`src/rtl/entry_input_conditioner_if.sv`:
```
// Board-side bundle for the entry input conditioner: raw buttons/switches in, conditioned strobes out.
// Ports: btn_enter_raw, btn_lock_raw, sw_raw (raw inputs); x_out, enter_pulse, lock_pulse,
//        enter_level, entry_count (conditioned outputs). master = stimulus side, slave = conditioner.
interface entry_input_conditioner_if #(
  parameter int COUNT_W = 8
);
  logic               btn_enter_raw;
  logic               btn_lock_raw;
  logic [3:0]         sw_raw;
  logic [3:0]         x_out;
  logic               enter_pulse;
  logic               lock_pulse;
  logic               enter_level;
  logic [COUNT_W-1:0] entry_count;

  modport master (
    output btn_enter_raw, btn_lock_raw, sw_raw,
    input  x_out, enter_pulse, lock_pulse, enter_level, entry_count
  );

  modport slave (
    input  btn_enter_raw, btn_lock_raw, sw_raw,
    output x_out, enter_pulse, lock_pulse, enter_level, entry_count
  );
endinterface

```
`src/rtl/entry_input_conditioner.sv`:
```
// Purpose: synchronize + debounce enter/lock buttons, emit one-cycle press strobes, capture digit on enter.
// Latency: raw press clean before edge 1 -> strobe high in the cycle after edge DEBOUNCE_CYCLES+3.
// Backpressure: none; strobes are fire-and-forget, the downstream lock FSM samples them every cycle.
// Ports: clk, reset (sync, active-low); io.slave carries the raw inputs and the conditioned outputs
//        (x_out digit, enter_pulse/lock_pulse strobes, enter_level debounced level, entry_count).
module entry_input_conditioner #(
  parameter int DEBOUNCE_CYCLES = 4,
  parameter int COUNT_W         = 8
) (
  input  logic                       clk,
  input  logic                       reset,
  entry_input_conditioner_if.slave   io
);

  localparam int CNT_W = $clog2(DEBOUNCE_CYCLES + 1);
  // The counter value seen on the edge where the new level gets accepted.
  localparam logic [CNT_W-1:0] CNT_LAST = CNT_W'(DEBOUNCE_CYCLES - 1);

  // Bit 0 = enter button, bit 1 = lock button throughout.
  logic [1:0]            btn_s1_q, btn_s1_d;
  logic [1:0]            btn_s_q, btn_s_d;
  logic [3:0]            sw_s1_q, sw_s1_d;
  logic [3:0]            sw_s_q, sw_s_d;
  logic [1:0]            stable_q, stable_d;
  logic [1:0]            stable_prev_q, stable_prev_d;
  logic [1:0][CNT_W-1:0] cnt_q, cnt_d;
  logic                  enter_pulse_q, enter_pulse_d;
  logic                  lock_pulse_q, lock_pulse_d;
  logic [3:0]            x_out_q, x_out_d;
  logic [COUNT_W-1:0]    entry_count_q, entry_count_d;
  logic [1:0]            rise;

  always_comb begin
    btn_s1_d = {io.btn_lock_raw, io.btn_enter_raw};
    btn_s_d  = btn_s1_q;
    sw_s1_d  = io.sw_raw;
    sw_s_d   = sw_s1_q;

    // Debounce: any return to the stable level restarts the count.
    stable_d = stable_q;
    cnt_d    = '0;
    for (int b = 0; b < 2; b++) begin
      if (btn_s_q[b] != stable_q[b]) begin
        if (cnt_q[b] == CNT_LAST) begin
          stable_d[b] = btn_s_q[b];
        end else begin
          cnt_d[b] = cnt_q[b] + 1'b1;
        end
      end
    end

    stable_prev_d = stable_q;
    rise          = stable_q & ~stable_prev_q;

    // Lock wins a tie; the coincident enter press is dropped, not deferred.
    lock_pulse_d  = rise[1];
    enter_pulse_d = rise[0] & ~rise[1];

    x_out_d       = enter_pulse_d ? sw_s_q : x_out_q;
    entry_count_d = entry_count_q + COUNT_W'(enter_pulse_d);
  end

  always_ff @(posedge clk) begin
    if (!reset) begin
      btn_s1_q      <= '0;
      btn_s_q       <= '0;
      sw_s1_q       <= '0;
      sw_s_q        <= '0;
      stable_q      <= '0;
      stable_prev_q <= '0;
      cnt_q         <= '0;
      enter_pulse_q <= 1'b0;
      lock_pulse_q  <= 1'b0;
      x_out_q       <= '0;
      entry_count_q <= '0;
    end else begin
      btn_s1_q      <= btn_s1_d;
      btn_s_q       <= btn_s_d;
      sw_s1_q       <= sw_s1_d;
      sw_s_q        <= sw_s_d;
      stable_q      <= stable_d;
      stable_prev_q <= stable_prev_d;
      cnt_q         <= cnt_d;
      enter_pulse_q <= enter_pulse_d;
      lock_pulse_q  <= lock_pulse_d;
      x_out_q       <= x_out_d;
      entry_count_q <= entry_count_d;
    end
  end

  assign io.x_out       = x_out_q;
  assign io.enter_pulse = enter_pulse_q;
  assign io.lock_pulse  = lock_pulse_q;
  assign io.enter_level = stable_q[0];
  assign io.entry_count = entry_count_q;

endmodule

```
`src/flat_wrapper.sv`:
```
// flat-port wrapper written by rule: the top's interface ports become plain ports
module entry_input_conditioner_flat 
#(
  parameter int DEBOUNCE_CYCLES = 4,
  parameter int COUNT_W         = 8
)
  (clk, reset, io_btn_enter_raw, io_btn_lock_raw, io_sw_raw, io_x_out, io_enter_pulse, io_lock_pulse, io_enter_level, io_entry_count);
  entry_input_conditioner_if #(.COUNT_W(COUNT_W)) io_i ();
  input  logic clk;
  input  logic reset;
  input wire logic [$bits(io_i.btn_enter_raw)-1:0] io_btn_enter_raw;
  input wire logic [$bits(io_i.btn_lock_raw)-1:0] io_btn_lock_raw;
  input wire logic [$bits(io_i.sw_raw)-1:0] io_sw_raw;
  output wire logic [$bits(io_i.x_out)-1:0] io_x_out;
  output wire logic [$bits(io_i.enter_pulse)-1:0] io_enter_pulse;
  output wire logic [$bits(io_i.lock_pulse)-1:0] io_lock_pulse;
  output wire logic [$bits(io_i.enter_level)-1:0] io_enter_level;
  output wire logic [$bits(io_i.entry_count)-1:0] io_entry_count;
  assign io_i.btn_enter_raw = io_btn_enter_raw;
  assign io_i.btn_lock_raw = io_btn_lock_raw;
  assign io_i.sw_raw = io_sw_raw;
  assign io_x_out = io_i.x_out;
  assign io_enter_pulse = io_i.enter_pulse;
  assign io_lock_pulse = io_i.lock_pulse;
  assign io_enter_level = io_i.enter_level;
  assign io_entry_count = io_i.entry_count;
  entry_input_conditioner #(.DEBOUNCE_CYCLES(DEBOUNCE_CYCLES), .COUNT_W(COUNT_W)) u_core (.clk(clk), .reset(reset), .io(io_i));
endmodule
```
`config.mk`:
```
export PLATFORM = sky130hd
export DESIGN_NAME = entry_input_conditioner_flat
export DESIGN_NICKNAME = d
export VERILOG_FILES = /design/src/rtl/entry_input_conditioner_if.sv /design/src/rtl/entry_input_conditioner.sv /design/src/flat_wrapper.sv
export SDC_FILE = /design/constraint.sdc
export NUM_CORES = 1
export LEC_CHECK = 0
export ABC_AREA = 0
export CORE_MARGIN = 4
export CORE_UTILIZATION = 30
export DETAILED_ROUTE_END_ITERATION = 10
export GPL_ROUTABILITY_DRIVEN = 0
export SYNTH_ARGS = -nofsm -noshare
export SYNTH_HDL_FRONTEND = slang
export SYNTH_SLANG_ARGS = --single-unit
```
`constraint.sdc`:
```
create_clock -name clk -period 2 [get_ports clk]
set_input_delay 0.3 -clock clk [delete_from_list [all_inputs] [get_ports clk]]
set_output_delay 0.3 -clock clk [all_outputs]
set_load 0.02 [all_outputs]
```
==> flow_summary.yaml, run 1 <==
run_status:
  outcome: "completed"
critical_path:
  crit_family: "buffers and inverters"
  crit_buf_inv: 2
  slowest_stage: "clkdlybuf4s50_1"
  required_ns: 1.70
  crit_path_max_incr_delay_ns: 0.61
  path_cells: "buf_4 > clkdlybuf4s50_1"
  worstSetupStartpointType: "register"
  critical_path_class: "reg2out"
  critPathMaxFanout: 8
  arrival_ns: 1.39
  endpoint_kind: "output pin"
synthesis:
  syn_area_um2: 1240
  synth_top_family_by_area: "simple AND/OR/NAND/NOR gates"
  synthesis.nets: 134
  synthDistinctLibCells: 21
  synthCells: 120
  synth.area.top_cells: "dfxtp_1 58%, and2_1 7.6%, ha_1 6.1%"
  yosysTopAreaCell: "dfxtp_1"
  seq_area_frac_synth: 0.583
  netlist.area_leader.share: 0.583
  ys_ff_latch: 36
  synth_compound_area_frac: 0.0850
  syn_avg_cell_area_um2: 10.3
  muxShareOfSynthArea: 0.0162
  synth-xor-area-share: 0.0354
  yosys_warnings: 0
  synth-simple-area-share: 0.186
  synth_fa_ha_area_frac: 0.0607
clocking:
  clk_latency_ns: 0.28
  cts.sinks: 36
  cts_buffers: 5
  cts_tree: "built"
  cts_root_buf: "clkbuf_8"
  cts_resized: 0
  clock_path_buffers: 2
  post_cts_buffers: 0
  path_clk_slew_ns: 0.06
  htreeDepth: 2
  postCtsHoldBufs: 0
floorplan:
  io_pins: 23
  dieArea_um2: 5210
  coreArea_um2: 4000
  start_util: 0.309
  die_h_um: 72.2
  num_rows: 23
  die_w_um: 72.2
sta:
  maxSlewViolCount: 0
  slew_headroom: 0.786
  fin_skew_ns: 0.00293
  fmax_ghz: 0.591
  rsz0062_at_grt: "false"
  worst_pin_slew_ns: 0.320
  period_needed_ns: 1.69
  timing.setup.tns_ns: 0
  fin_crit_sh: 0.846
  worst_slack_ns: 0.308
  hold_viol: 0
  setup_violations: 0
pwr:
  powerDensity_nw_per_um2: 789
  peakVddDrop_mv: 0.410
  leakage_nw: 0.604
drt:
  drt_wl_total_mm: 2.13
  dr_total_vias: 908
  initialDrtViolationCount: 35
  drtPass1Iterations: 4
  avgViaCountPerCell: 4.52
  drcViolationCount: 0
  ant_nets: 0
  wl_per_cell_um: 10.6
final_layout:
  syn_to_final_growth_pct: 31.4
  drive_gt1_frac: 0.0728
  layout.cells.most_common: "dfxtp_1"
  layout_common_cells: "36 x dfxtp_1, 22 x clkdlybuf4s50_1, 15 x and2_1"
  num_antenna_cells: 0
  nNetsFinal: 164
global_routing:
  grt_max_degree: 16
  grt_overflow: 0
  grt_pass1_vias: 842
  grtUsageTotal: 0.0957
  grt_pass1_wl_mm: 3.71
  antenna_found_initial: 0
placement:
  io_buffers: 22
  dpl.hpwl_mm: 1.61
  dp_slack_ns: 0.360
min_path:
  min-delay-path-class: "reg2reg"
job:
  max_cap_violations: 0
-- routing by layer --
| layer | wire length (um) | track usage | share of wire |
|---|---|---|---|
| met1 | 890 | 0.0983 | 0.42 |
| met2 | 1060 | 0.159 | 0.50 |
| met3 | 119 | 0.0402 | 0.056 |
| met4 | 64 | 0.0626 | 0.030 |
| met5 | 0 | 0 | 0 |
-- cells in the mapped netlist --
library cell / number
mux2i_1: 2
o2111ai_1: 4
or3_1: 5
dfxtp_1: 36
xnor2_1: 3
nor3_1: 2
nand4_1: 1
xor2_1: 2
ha_1: 6
a21oi_1: 7
buf_4: 1
o21ai_0: 7
nor2b_1: 1
nand3_2: 1
nor2_1: 13
nand2_1: 2
and2_1: 15
clkbuf_1: 2
nand2b_1: 1
inv_1: 7
nand3_1: 2
-- worst paths after layout --
check	startpoint	to	slack [ns]	cells past startpoint
min	u_core.cnt_q[3]$_SDFF_PP0_	u_core.cnt_q[3]$_SDFF_PP0_	0.43	1
max	u_core.stable_prev_d[0]$_SDFFE_PN0P_	io_enter_level	0.31	2
min reg2reg	u_core.cnt_q[3]$_SDFF_PP0_	u_core.cnt_q[3]$_SDFF_PP0_	0.43	1
max reg2reg	u_core.stable_prev_q[0]$_SDFF_PN0_	u_core.io.entry_count[6]$_SDFF_PN0_	0.35	7
-- through the flow --
stage / total power [mW] / hold slack [ns] / cell area [um2] / std cells / util
detailed placement: 0.786 / 0.422 / 1530 / 193 / 0.383
CTS: 1.31 / 0.431 / 1620 / 201 / 0.406
global placement: 0.785 / 0.406 / 1530 / 193 / 0.383
floorplan: 0.764 / 0.399 / 1240 / 120 / -
global route: 1.35 / 0.448 / 1620 / 201 / 0.406
finish: 1.28 / 0.428 / 1620 / 201 / 0.406
-- where the power goes --
part           total [mW]  switching (mW)  internal, mW
clock network       0.512           0.231         0.280
registers           0.733         0.00378         0.729
logic              0.0359          0.0139        0.0221
total                1.28           0.249          1.03
-- state kept, by name, indices dropped and copies added, names as in the netlist --
signal / count
u_core.io.enter_pulse: 1
u_core.stable_prev_q: 2
u_core.sw_s_q: 4
u_core.btn_s1_q: 2
u_core.btn_s_q: 2
u_core.cnt_q: 6
u_core.io.lock_pulse: 1
u_core.stable_prev_d: 2
u_core.io.x_out: 4
u_core.sw_s1_q: 4
u_core.io.entry_count: 8
-- layout make-up --
class,count,area [um2]
Clock buffer,8,90.1
Fill cell,395,2380
Inverter,7,26.3
Multi-Input combinational cell,74,474
Sequential cell,36,721
Tap cell,50,62.6
Timing Repair Buffer,26,250
-- logic make-up (layout without fill, tap and decap cells) --
kind of cell,count (synthesis),in the layout
simple gates,43,43
compound gates,18,18
buf+inv,10,41
mux,2,2
xor+xnor,5,5
fa+ha+maj,6,6
flops,36,36
Power figures use the tool's default switching activity.
==> run 2: changes to the inputs <==
- clock period: 2 -> 1.44 ns (I/O delays scaled with it)
==> flow_summary.yaml, run 2 (synthesis results as in run 1) <==
run_status:
  outcome: "completed"
global_routing:
  met3_usage: 0.0416
  grt_pass1_vias: 946
  gr-usage-met2: 0.196
  grtUsageTotal: 0.109
  antenna_found_initial: 0
  met1_usage: 0.102
  grt_pass1_wl_mm: 4.11
  grt_overflow: 0
  grt-busiest-layer: "met2"
  grt_max_degree: 16
sta:
  fin_crit_sh: 0.976
  worst_pin_slew_ns: 0.227
  slew_headroom: 0.847
  fmax_ghz: 0.712
  setup_violations: 0
  worst_slack_ns: 0.0347
  rsz0062_at_grt: "true"
  period_needed_ns: 1.41
  hold_viol: 0
  maxSlewViolCount: 0
  fin_skew_ns: 0.00738
clocking:
  cts_tree: "built"
  clock_path_buffers: 2
  cts_root_buf: "clkbuf_8"
  htreeDepth: 2
  clk_latency_ns: 0.29
  postCtsHoldBufs: 0
  path_clk_slew_ns: 0.07
  cts_buffers: 5
  cts.sinks: 36
floorplan:
  dieArea_um2: 5210
  num_rows: 23
  die_h_um: 72.2
  start_util: 0.309
  die_w_um: 72.2
  coreArea_um2: 4000
  io_pins: 23
critical_path:
  crit_family: "buffers and inverters"
  slowest_stage: "clkdlybuf4s50_1"
  crit_path_start: "u_core.io.enter_pulse$_SDFF_PN0_"
  crit_path_max_incr_delay_ns: 0.59
  arrival_ns: 1.19
  rr_startpoint: "u_core.stable_prev_d[1]$_SDFFE_PN0P_"
  worstSetupStartpointType: "register"
  critPathMaxFanout: 1
  path_cells: "clkdlybuf4s50_1"
  critical_path_class: "reg2out"
  required_ns: 1.22
  endpoint_kind: "output pin"
  crit_buf_inv: 1
placement:
  io_buffers: 22
  dpl.cell_count: 202
  dp_slack_ns: -0.0553
  dpl.hpwl_mm: 1.85
min_path:
  min-delay-path-class: "reg2reg"
  hp-start: "u_core.cnt_q[3]$_SDFF_PP0_"
final_layout:
  nNetsFinal: 174
  multi_input_area_um2: 537
  drive_gt1_frac: 0.211
  num_antenna_cells: 0
  largest_reg_flops: 8
  layout_common_cells: "33 x dfxtp_1, 15 x and2_1, 14 x buf_4"
  layout.cells.most_common: "dfxtp_1"
  fill_cells: 390
  syn_to_final_growth_pct: 43.3
  seq_area_um2: 727
  stdcell_count: 211
drt:
  ant_nets: 0
  wl_per_cell_um: 11.9
  initialDrtViolationCount: 34
  avgViaCountPerCell: 4.43
  drtPass1Iterations: 3
  drcViolationCount: 0
  dr_total_vias: 935
  drt_wl_total_mm: 2.51
job:
  max_cap_violations: 0
pwr:
  powerDensity_nw_per_um2: 1090
  peakVddDrop_mv: 0.862
  leakage_nw: 0.747
==> run 2: cell types whose count changed in the layout (fill, tap and decap cells not counted), moves of 3 or more <==
cell,previous run,this run
buf_4,4,14
dlygate4sd2_1,0,13
dfxtp_1,36,33
clkdlybuf4s50_1,22,8
==> run 2: power breakdown <==
group	switching, mW	internal [mW]
combinational	0.0211	0.0341
clock	0.344	0.513
sequential	0.00581	1.01
==> run 2: worst paths after layout <==
kind                                                             to  slack [ns]  depth (start not counted)
worst max register to register  u_core.io.entry_count[6]$_SDFF_PN0_        0.04                          7
worst min-delay path                     u_core.cnt_q[3]$_SDFF_PP0_        0.43                          1
worst max-delay path                                 io_enter_pulse        0.03                          1
worst min register to register           u_core.cnt_q[3]$_SDFF_PP0_        0.43                          1
==> run 2: routing by layer <==
layer	vias up	share of wire
li1	480	-
met5	-	0
met1	435	0.38
met4	0	0.026
met3	5	0.049
met2	15	0.54
==> run 2: layout make-up <==
type / instances / share of cell area
clock buffers: 6 / 0.0410
clock inverters: 2 / 0.0198
well taps: 50 / 0.0353
flip-flops and latches: 36 / 0.410
repair buffers: 36 / 0.176
inverters: 7 / 0.0148
multi-input cells: 74 / 0.303
==> run 2: repair_timing <==
action | in CTS | in global routing
cloned | 0 | 0
endpoints found under the setup margin | 14 | 5
hold endpoints to repair | 0 | 0
setup buffers | 1 | 0
gates resized for setup | 16 | 8
pin swaps | 4 | 5
==> run 2: metrics by stage <==
step / utilization / TNS (ns) / power [mW] / cell area [um2] / hold WS (ns)
2_1_floorplan: - / -0.0781 / 1.06 / 1270 / 0.338
3_3_place_gp: 0.408 / 0 / 1.09 / 1630 / 0.406
3_5_place_dp: 0.408 / -0.0553 / 1.10 / 1630 / 0.422
4_1_cts: 0.437 / -0.0123 / 1.96 / 1750 / 0.432
5_1_grt: 0.443 / -0.0357 / 2.02 / 1770 / 0.452
6_report: 0.443 / 0 / 1.93 / 1770 / 0.425
